[config.mk]
export PLATFORM = sky130hd
export DESIGN_NAME = mock_mem_hs
export DESIGN_NICKNAME = d
export VERILOG_FILES = /design/src/rtl/mock_mem_hs.sv
export SDC_FILE = /design/constraint.sdc
export NUM_CORES = 2
export LEC_CHECK = 0
export ABC_CLOCK_PERIOD_IN_PS = 3100
export CELL_PAD_IN_SITES_DETAIL_PLACEMENT = 1
export CELL_PAD_IN_SITES_GLOBAL_PLACEMENT = 1
export CORE_ASPECT_RATIO = 1.1
export CORE_MARGIN = 2
export CORE_UTILIZATION = 51
export CTS_BUF_LIST = sky130_fd_sc_hd__clkbuf_2 sky130_fd_sc_hd__clkbuf_4 sky130_fd_sc_hd__clkbuf_8
export DETAILED_ROUTE_END_ITERATION = 10
export PLACE_DENSITY = 0.84
export SETUP_SLACK_MARGIN = 0.5
export SLEW_MARGIN = 20
export SYNTH_ARGS = -nofsm -noshare
export SYNTH_HDL_FRONTEND = slang
export SYNTH_SLANG_ARGS = --single-unit
[constraint.sdc]
create_clock -name clk -period 3.1 [get_ports clk]
set_clock_uncertainty 0.1 [all_clocks]
set_input_delay 0.62 -clock clk [delete_from_list [all_inputs] [get_ports clk]]
set_output_delay 0.62 -clock clk [all_outputs]
set_load 0.02 [all_outputs]
[src/rtl/mock_mem_hs.sv]
// Handshaked mock memory: request/response FSM with a fixed-latency wait and an error response.
// Optional write protection of the low ROM_WORDS words when MOCK_MEM_ROM_PROTECT_EN is defined.
module mock_mem_hs #(
    parameter int unsigned ADDR_W    = 16,
    parameter int unsigned DATA_W    = 8,
    parameter int unsigned DEPTH     = 128,
    parameter int unsigned LATENCY   = 2,
    parameter int unsigned ROM_WORDS = 64
) (
    input  logic              clk,
    input  logic              rst_n,
    input  logic              req_valid,
    output logic              req_ready,
    input  logic              req_we,
    input  logic [ADDR_W-1:0] req_addr,
    input  logic [DATA_W-1:0] req_wdata,
    output logic              rsp_valid,
    input  logic              rsp_ready,
    output logic [DATA_W-1:0] rsp_rdata,
    output logic              rsp_err
);

`ifdef MOCK_MEM_ROM_PROTECT_EN
    localparam bit ProtectEn = 1'b1;
`else
    localparam bit ProtectEn = 1'b0;
`endif

    localparam int unsigned     IdxW     = (DEPTH > 1) ? $clog2(DEPTH) : 1;
    localparam logic [ADDR_W:0] DepthLim = (ADDR_W + 1)'(DEPTH);
    localparam logic [ADDR_W:0] RomLim   = (ADDR_W + 1)'(ROM_WORDS);
    localparam logic [3:0]      LatInit  = 4'(LATENCY);

    typedef enum logic [1:0] {StIdle, StWait, StResp} state_e;

    state_e              state_q, state_d;
    logic [3:0]          cnt_q, cnt_d;
    logic                we_q;
    logic [ADDR_W-1:0]   addr_q;
    logic [DATA_W-1:0]   wdata_q;
    logic [DATA_W-1:0]   rdata_q;
    logic                err_q;
    logic [DATA_W-1:0]   mem_q [DEPTH];

    logic                accept;
    logic                enter_resp;
    logic                act_we;
    logic [ADDR_W-1:0]   act_addr;
    logic [DATA_W-1:0]   act_wdata;
    logic [IdxW-1:0]     act_idx;
    logic                act_err;

    // With zero latency the access happens on the accept edge, before the latches update.
    always_comb begin
        accept     = req_valid && (state_q == StIdle);
        enter_resp = (state_q != StResp) && (state_d == StResp);
        act_we     = (state_q == StIdle) ? req_we    : we_q;
        act_addr   = (state_q == StIdle) ? req_addr  : addr_q;
        act_wdata  = (state_q == StIdle) ? req_wdata : wdata_q;
        act_idx    = act_addr[IdxW-1:0];
        act_err    = ({1'b0, act_addr} >= DepthLim) ||
                     (ProtectEn && act_we && ({1'b0, act_addr} < RomLim));
    end

    always_ff @(posedge clk or negedge rst_n) begin
        if (!rst_n) begin
            state_q <= StIdle;
            cnt_q   <= '0;
            we_q    <= 1'b0;
            addr_q  <= '0;
            wdata_q <= '0;
        end else begin
            state_q <= state_d;
            cnt_q   <= cnt_d;
            if (accept) begin
                we_q    <= req_we;
                addr_q  <= req_addr;
                wdata_q <= req_wdata;
            end
        end
    end

    always_comb begin
        state_d = state_q;
        cnt_d   = cnt_q;
        unique case (state_q)
            StIdle: begin
                if (accept) begin
                    cnt_d   = LatInit;
                    state_d = (LATENCY == 0) ? StResp : StWait;
                end
            end
            StWait: begin
                cnt_d = cnt_q - 4'd1;
                if (cnt_q <= 4'd1) begin
                    state_d = StResp;
                end
            end
            StResp: begin
                if (rsp_ready) begin
                    state_d = StIdle;
                end
            end
            default: state_d = StIdle;
        endcase
    end

    always_ff @(posedge clk or negedge rst_n) begin
        if (!rst_n) begin
            for (int i = 0; i < int'(DEPTH); i++) begin
                mem_q[i] <= '0;
            end
            mem_q[1] <= DATA_W'(1);
            rdata_q  <= '0;
            err_q    <= 1'b0;
        end else if (enter_resp) begin
            err_q   <= act_err;
            rdata_q <= (act_err || act_we) ? '0 : mem_q[act_idx];
            if (!act_err && act_we) begin
                mem_q[act_idx] <= act_wdata;
            end
        end
    end

    always_comb begin
        req_ready = (state_q == StIdle);
        rsp_valid = (state_q == StResp);
        rsp_rdata = (state_q == StResp) ? rdata_q : '0;
        rsp_err   = (state_q == StResp) ? err_q   : 1'b0;
    end

endmodule

==> flow_metrics.tcl, run 1 <==
set metrics [dict create \
    start_util 0.513 \
    fp-row-count 116 \
    die_y_um 321 \
    grt_max_degree 139 \
    die_w_um 292 \
    haltStage "global routing (5_1_grt)" \
    hpwl_mm 127 \
    yosys_warnings 0 \
    syn_area_per_cell_um2 9.15 \
    yosys.area.top_type "dfrtp_1" \
    status "stopped before the end" \
    netlist_instances 5082 \
    cts_max_path_buffers 3 \
    gp_congestion 0.924 \
    ys_seq_area_frac 0.573 \
    synth_edf_count 0 \
    ctsHtreeMaxLevel 4 \
    io_pins 40 \
    root_buffer "clkbuf_8" \
    ys_ff_latch 1064 \
    numCtsBuffers 176 \
    async_flop_share 1.00 \
    netlist_area_mm2 0.0465 \
    syn_nets 5113 \
    pre_cts_ws_ns -1.40 \
    overflow 112 \
    ys_dominant_reg_cell "dfrtp_1" \
    synthTopCellsByArea "dfrtp_1 57%, o21ai_0 12%, nand2_1 11%" \
    tool.error "[ERROR GRT-0232] Routing congestion too high. Check the congestion heatmap in the GUI." \
    io_buffer_count 39 \
    netlist.area_leader.share 0.572 \
    synth_cell_types 73 \
    clock_sinks 1064 \
    grt_util_all_layers 0.814 \
]
==> stage by stage <==
step | cells | area, um^2
CTS | 6939 | 60100
detailed placement | 6481 | 52600
global placement | 6481 | 52500
floorplan | 5082 | 46500
==> synthesized netlist by cell type (all sizes together), types with 3 or more instances <==
master	instances
a2111oi	6
a211oi	27
a21o	3
a21oi	113
a22oi	19
a31oi	70
a32o	8
a32oi	44
a41oi	6
and2	9
and3	6
buf	142
clkbuf	286
dfrtp	1063
inv	19
mux2	24
mux2i	108
nand2	1425
nand2b	6
nand3	188
nand4	7
nor2	81
nor2b	4
nor3	10
nor4	18
o2111ai	3
o211ai	6
o21a	4
o21ai	1086
o221ai	25
o22a	10
o22ai	198
o31a	3
o31ai	21
o41ai	4
==> routing by layer <==
metal  overflow  GRT usage
met1          2      0.804
met2         63      0.930
met3          3      0.718
met4         44      0.829
met5          0      0.446
==> kinds of logic after synthesis <==
logic type                 synth area share
DFF                                   0.573
AOI/OAI and AO/OA                     0.203
adders and majority gates          0.000538
and+or+nand+nor                       0.154
muxes                                0.0293
buffers and inverters                0.0413
==> what timing repair did <==
item,CTS
gates resized for setup,567
gates cloned,25
hold endpoints to repair,263
pin swaps,92
hold buffers,1
buffers inserted,108
endpoints found under the setup margin,1064
==> run 2: changes to the inputs <==
Settings changed: CELL_PAD_IN_SITES_DETAIL_PLACEMENT 1 to default, CELL_PAD_IN_SITES_GLOBAL_PLACEMENT 1 to default, CORE_ASPECT_RATIO 1.1 to default, CORE_UTILIZATION 51 to 40, CTS_BUF_LIST sky130_fd_sc_hd__clkbuf_2 sky130_fd_sc_hd__clkbuf_4 sky130_fd_sc_hd__clkbuf_8 to default, PLACE_DENSITY 0.84 to default, PLACE_DENSITY_LB_ADDON from default to 0.15, SETUP_SLACK_MARGIN 0.5 to default.
==> flow_metrics.tcl, run 2 <==
set metrics [dict create \
    io_buffer_count 39 \
    largest_reg_flops 1024 \
    slowest_delay_ns 0.46 \
    ys_dominant_reg_cell "dfrtp_1" \
    clk_latency_ns 0.74 \
    ctsHtreeMaxLevel 3 \
    gp_congestion 0.925 \
    endpoint_kind "flop" \
    netlist_instances 5082 \
    hold_class "primary input to async pin" \
    layout_commonest_cell "nand2_1" \
    hpwl_mm 118 \
    drv_slew 0 \
    synth_cell_types 73 \
    cts_tree "built" \
    netlist.area_leader.share 0.572 \
    pwr-share-clk 0.249 \
    power.switching_mw 24.2 \
    met2_length_mm 77.6 \
    overflow 0 \
    ys_seq_area_frac 0.573 \
    die_y_um 345 \
    critPathMaxFanout 11 \
    top_regs "mem_q: 1024 flops, addr_q: 16 flops" \
    ys_ff_latch 1064 \
    final_cell_mix "1,418 x nand2_1, 1,061 x dfrtp_1, 1,054 x o21ai_0" \
    r2r_setup_slack_ns -0.08 \
    power_density_mw_per_mm2 962 \
    hold_viol 0 \
    routedWlPerCell_um 24.5 \
    drc 0 \
    wl_mm 176 \
    comb_power_share 0.506 \
    grt_first_pass_wirelength_mm 262 \
    violations "negative setup slack" \
    max_freq_ghz 0.314 \
    drtPass1Iterations 6 \
    antenna_cells 0 \
    async_flop_share 1.00 \
    intPower_mw 34.3 \
    yosys.area.top_type "dfrtp_1" \
    core-area_mm2 0.116 \
    cts_max_path_buffers 3 \
    setup_slack_ns -0.0845 \
    total_leakage_power_nw 26.5 \
    setup_viol 6 \
    status "finished with violations" \
    fp-row-count 125 \
    worst_pin_slew_ns 0.837 \
    yosys_warnings 0 \
    power.total_mw 58.4 \
    antenna_found_initial 1 \
    finalCritPeriodShare 1.03 \
    cp_slowest_cell "dfrtp_2" \
    cp.arrival_ns 3.72 \
    grt_util_all_layers 0.294 \
    routed_via_density 5.62 \
    syn_nets 5113 \
    postRouteAntennaNets 0 \
    grt_pass1_vias 38600 \
    clock_sinks 1064 \
    rsz0062_at_grt "yes" \
    synth_most_common_cell "nand2_1" \
    wl_met1_mm 80.9 \
    drive_gt1_frac 0.203 \
    netlist_area_mm2 0.0465 \
    die_area_mm2 0.119 \
    finalSetupTns_ns -0.195 \
    die_w_um 345 \
    vias 40300 \
    period_needed_ns 3.18 \
    numCtsBuffers 117 \
    finalNetCount 5588 \
    start_util 0.402 \
    synthTopCellsByCount "1,424 x nand2_1, 1,083 x o21ai_0, 1,063 x dfrtp_1" \
    crit_chain "or2_4 > buf_12 > a21oi_4 > buf_12 > buf_4 > a21oi_1 > a32oi_1 > o221ai_1 > o21ai_1 > a41oi_1 > o31ai_1" \
    route.met3.wl_mm 12.3 \
    required_ns 3.63 \
    top_layer "met4" \
    cpMostUsedCell "buf_12" \
    grt_max_degree 100 \
    root_buffer "clkbuf_16" \
    start_kind "flop" \
    max_cap_viol_count 0 \
    clkTransAtPathRegs_ns 0.06 \
    synthTopCellsByArea "dfrtp_1 57%, o21ai_0 12%, nand2_1 11%" \
    drt_iter0_markers 4034 \
    ir_drop_uv 811 \
    io_pins 40 \
    area.growth.synth_to_final_pct 30.7 \
    synth_edf_count 0 \
    swShare 0.414 \
    syn_area_per_cell_um2 9.15 \
    top_register "mem_q" \
    critPathKind "flop to flop" \
    slew_headroom 0.430 \
    seqPwrFrac 0.246 \
]
## run 2: kinds of logic after synthesis
logic type / count (synthesis) / share of synthesized area
muxes: 132 / 0.0293
DFF: 1064 / 0.573
AOI/OAI and AO/OA: 1669 / 0.203
adders and majority gates: 2 / 0.000538
buffers and inverters: 447 / 0.0413
and+or+nand+nor: 1768 / 0.154
## run 2: path summary, 6_finish.rpt
kind / startpoint / endpoint / cells after the start
max: state_q[1]$_DFF_PN0_ / rdata_q[2]$_DFFE_PN0P_ / 11
min: rst_n / mem_q[427]$_DFFE_PN0P_ / 2
max reg2reg: state_q[1]$_DFF_PN0_ / rdata_q[2]$_DFFE_PN0P_ / 11
min reg2reg: rdata_q[1]$_DFFE_PN0P_ / rdata_q[1]$_DFFE_PN0P_ / 2
max in group asynchronous: rst_n / mem_q[979]$_DFFE_PN0P_ / 4
min in group clk: rsp_ready / state_q[1]$_DFF_PN0_ / 2
## run 2: critical path, delay by kind of cell (launching register included)
kind	cells	cell delay, ns
compound gates	7	1.67
buf+inv	3	0.53
flops	1	0.46
simple gates	1	0.30
## run 2: through the flow
step | utilization | worst slack (ns) | hold WS [ns] | instance area (um^2) | cells
final | 0.525 | -0.0845 | 0.320 | 60800 | 7175
after global routing | 0.525 | -0.151 | 0.341 | 60800 | 7175
after CTS | 0.516 | -0.0302 | 0.309 | 59700 | 7146
after detailed placement | 0.470 | -1.29 | 0.360 | 54300 | 6869
after global placement | 0.470 | -1.30 | 0.358 | 54300 | 6869
after floorplan | - | 0.425 | 0.224 | 46500 | 5082
## run 2: per-layer routing
metal | vias to the layer above | global-route usage
met5 | - | 0
li1 | 18700 | -
met3 | 256 | 0.0435
met4 | 0 | 0.0841
met2 | 1350 | 0.445
met1 | 20000 | 0.439
## run 2: repair_timing
action / 4_1_cts / 5_1_grt
cloned: 11 / 7
gates resized for setup: 126 / 166
hold endpoints to repair: 22 / 0
endpoints found under the setup margin: 37 / 253
buffers inserted: 53 / 28
hold buffers: 1 / 0
pin swaps: 41 / 50
## run 2: power by group through the flow
stage / Combinational (mW) / Sequential [mW] / Clock [mW]
detailed placement: 25.0 / 14.6 / 0
floorplan: 10.4 / 14.5 / 0
global placement: 25.0 / 14.6 / 0
global route: 30.5 / 14.4 / 15.3
finish: 29.5 / 14.3 / 14.6
CTS: 27.8 / 14.3 / 14.7
## run 2: area by class of cell
type | instances | area, um^2
clock buffers | 179 | 3500
clock inverters | 34 | 497
fillers | 10600 | 55000
inverters | 19 | 73.8
multi-input cells | 3574 | 19200
flip-flops and latches | 1064 | 26600
well taps | 1524 | 1910
repair buffers | 781 | 8950
No activity file was read; power rests on OpenSTA's default activity.
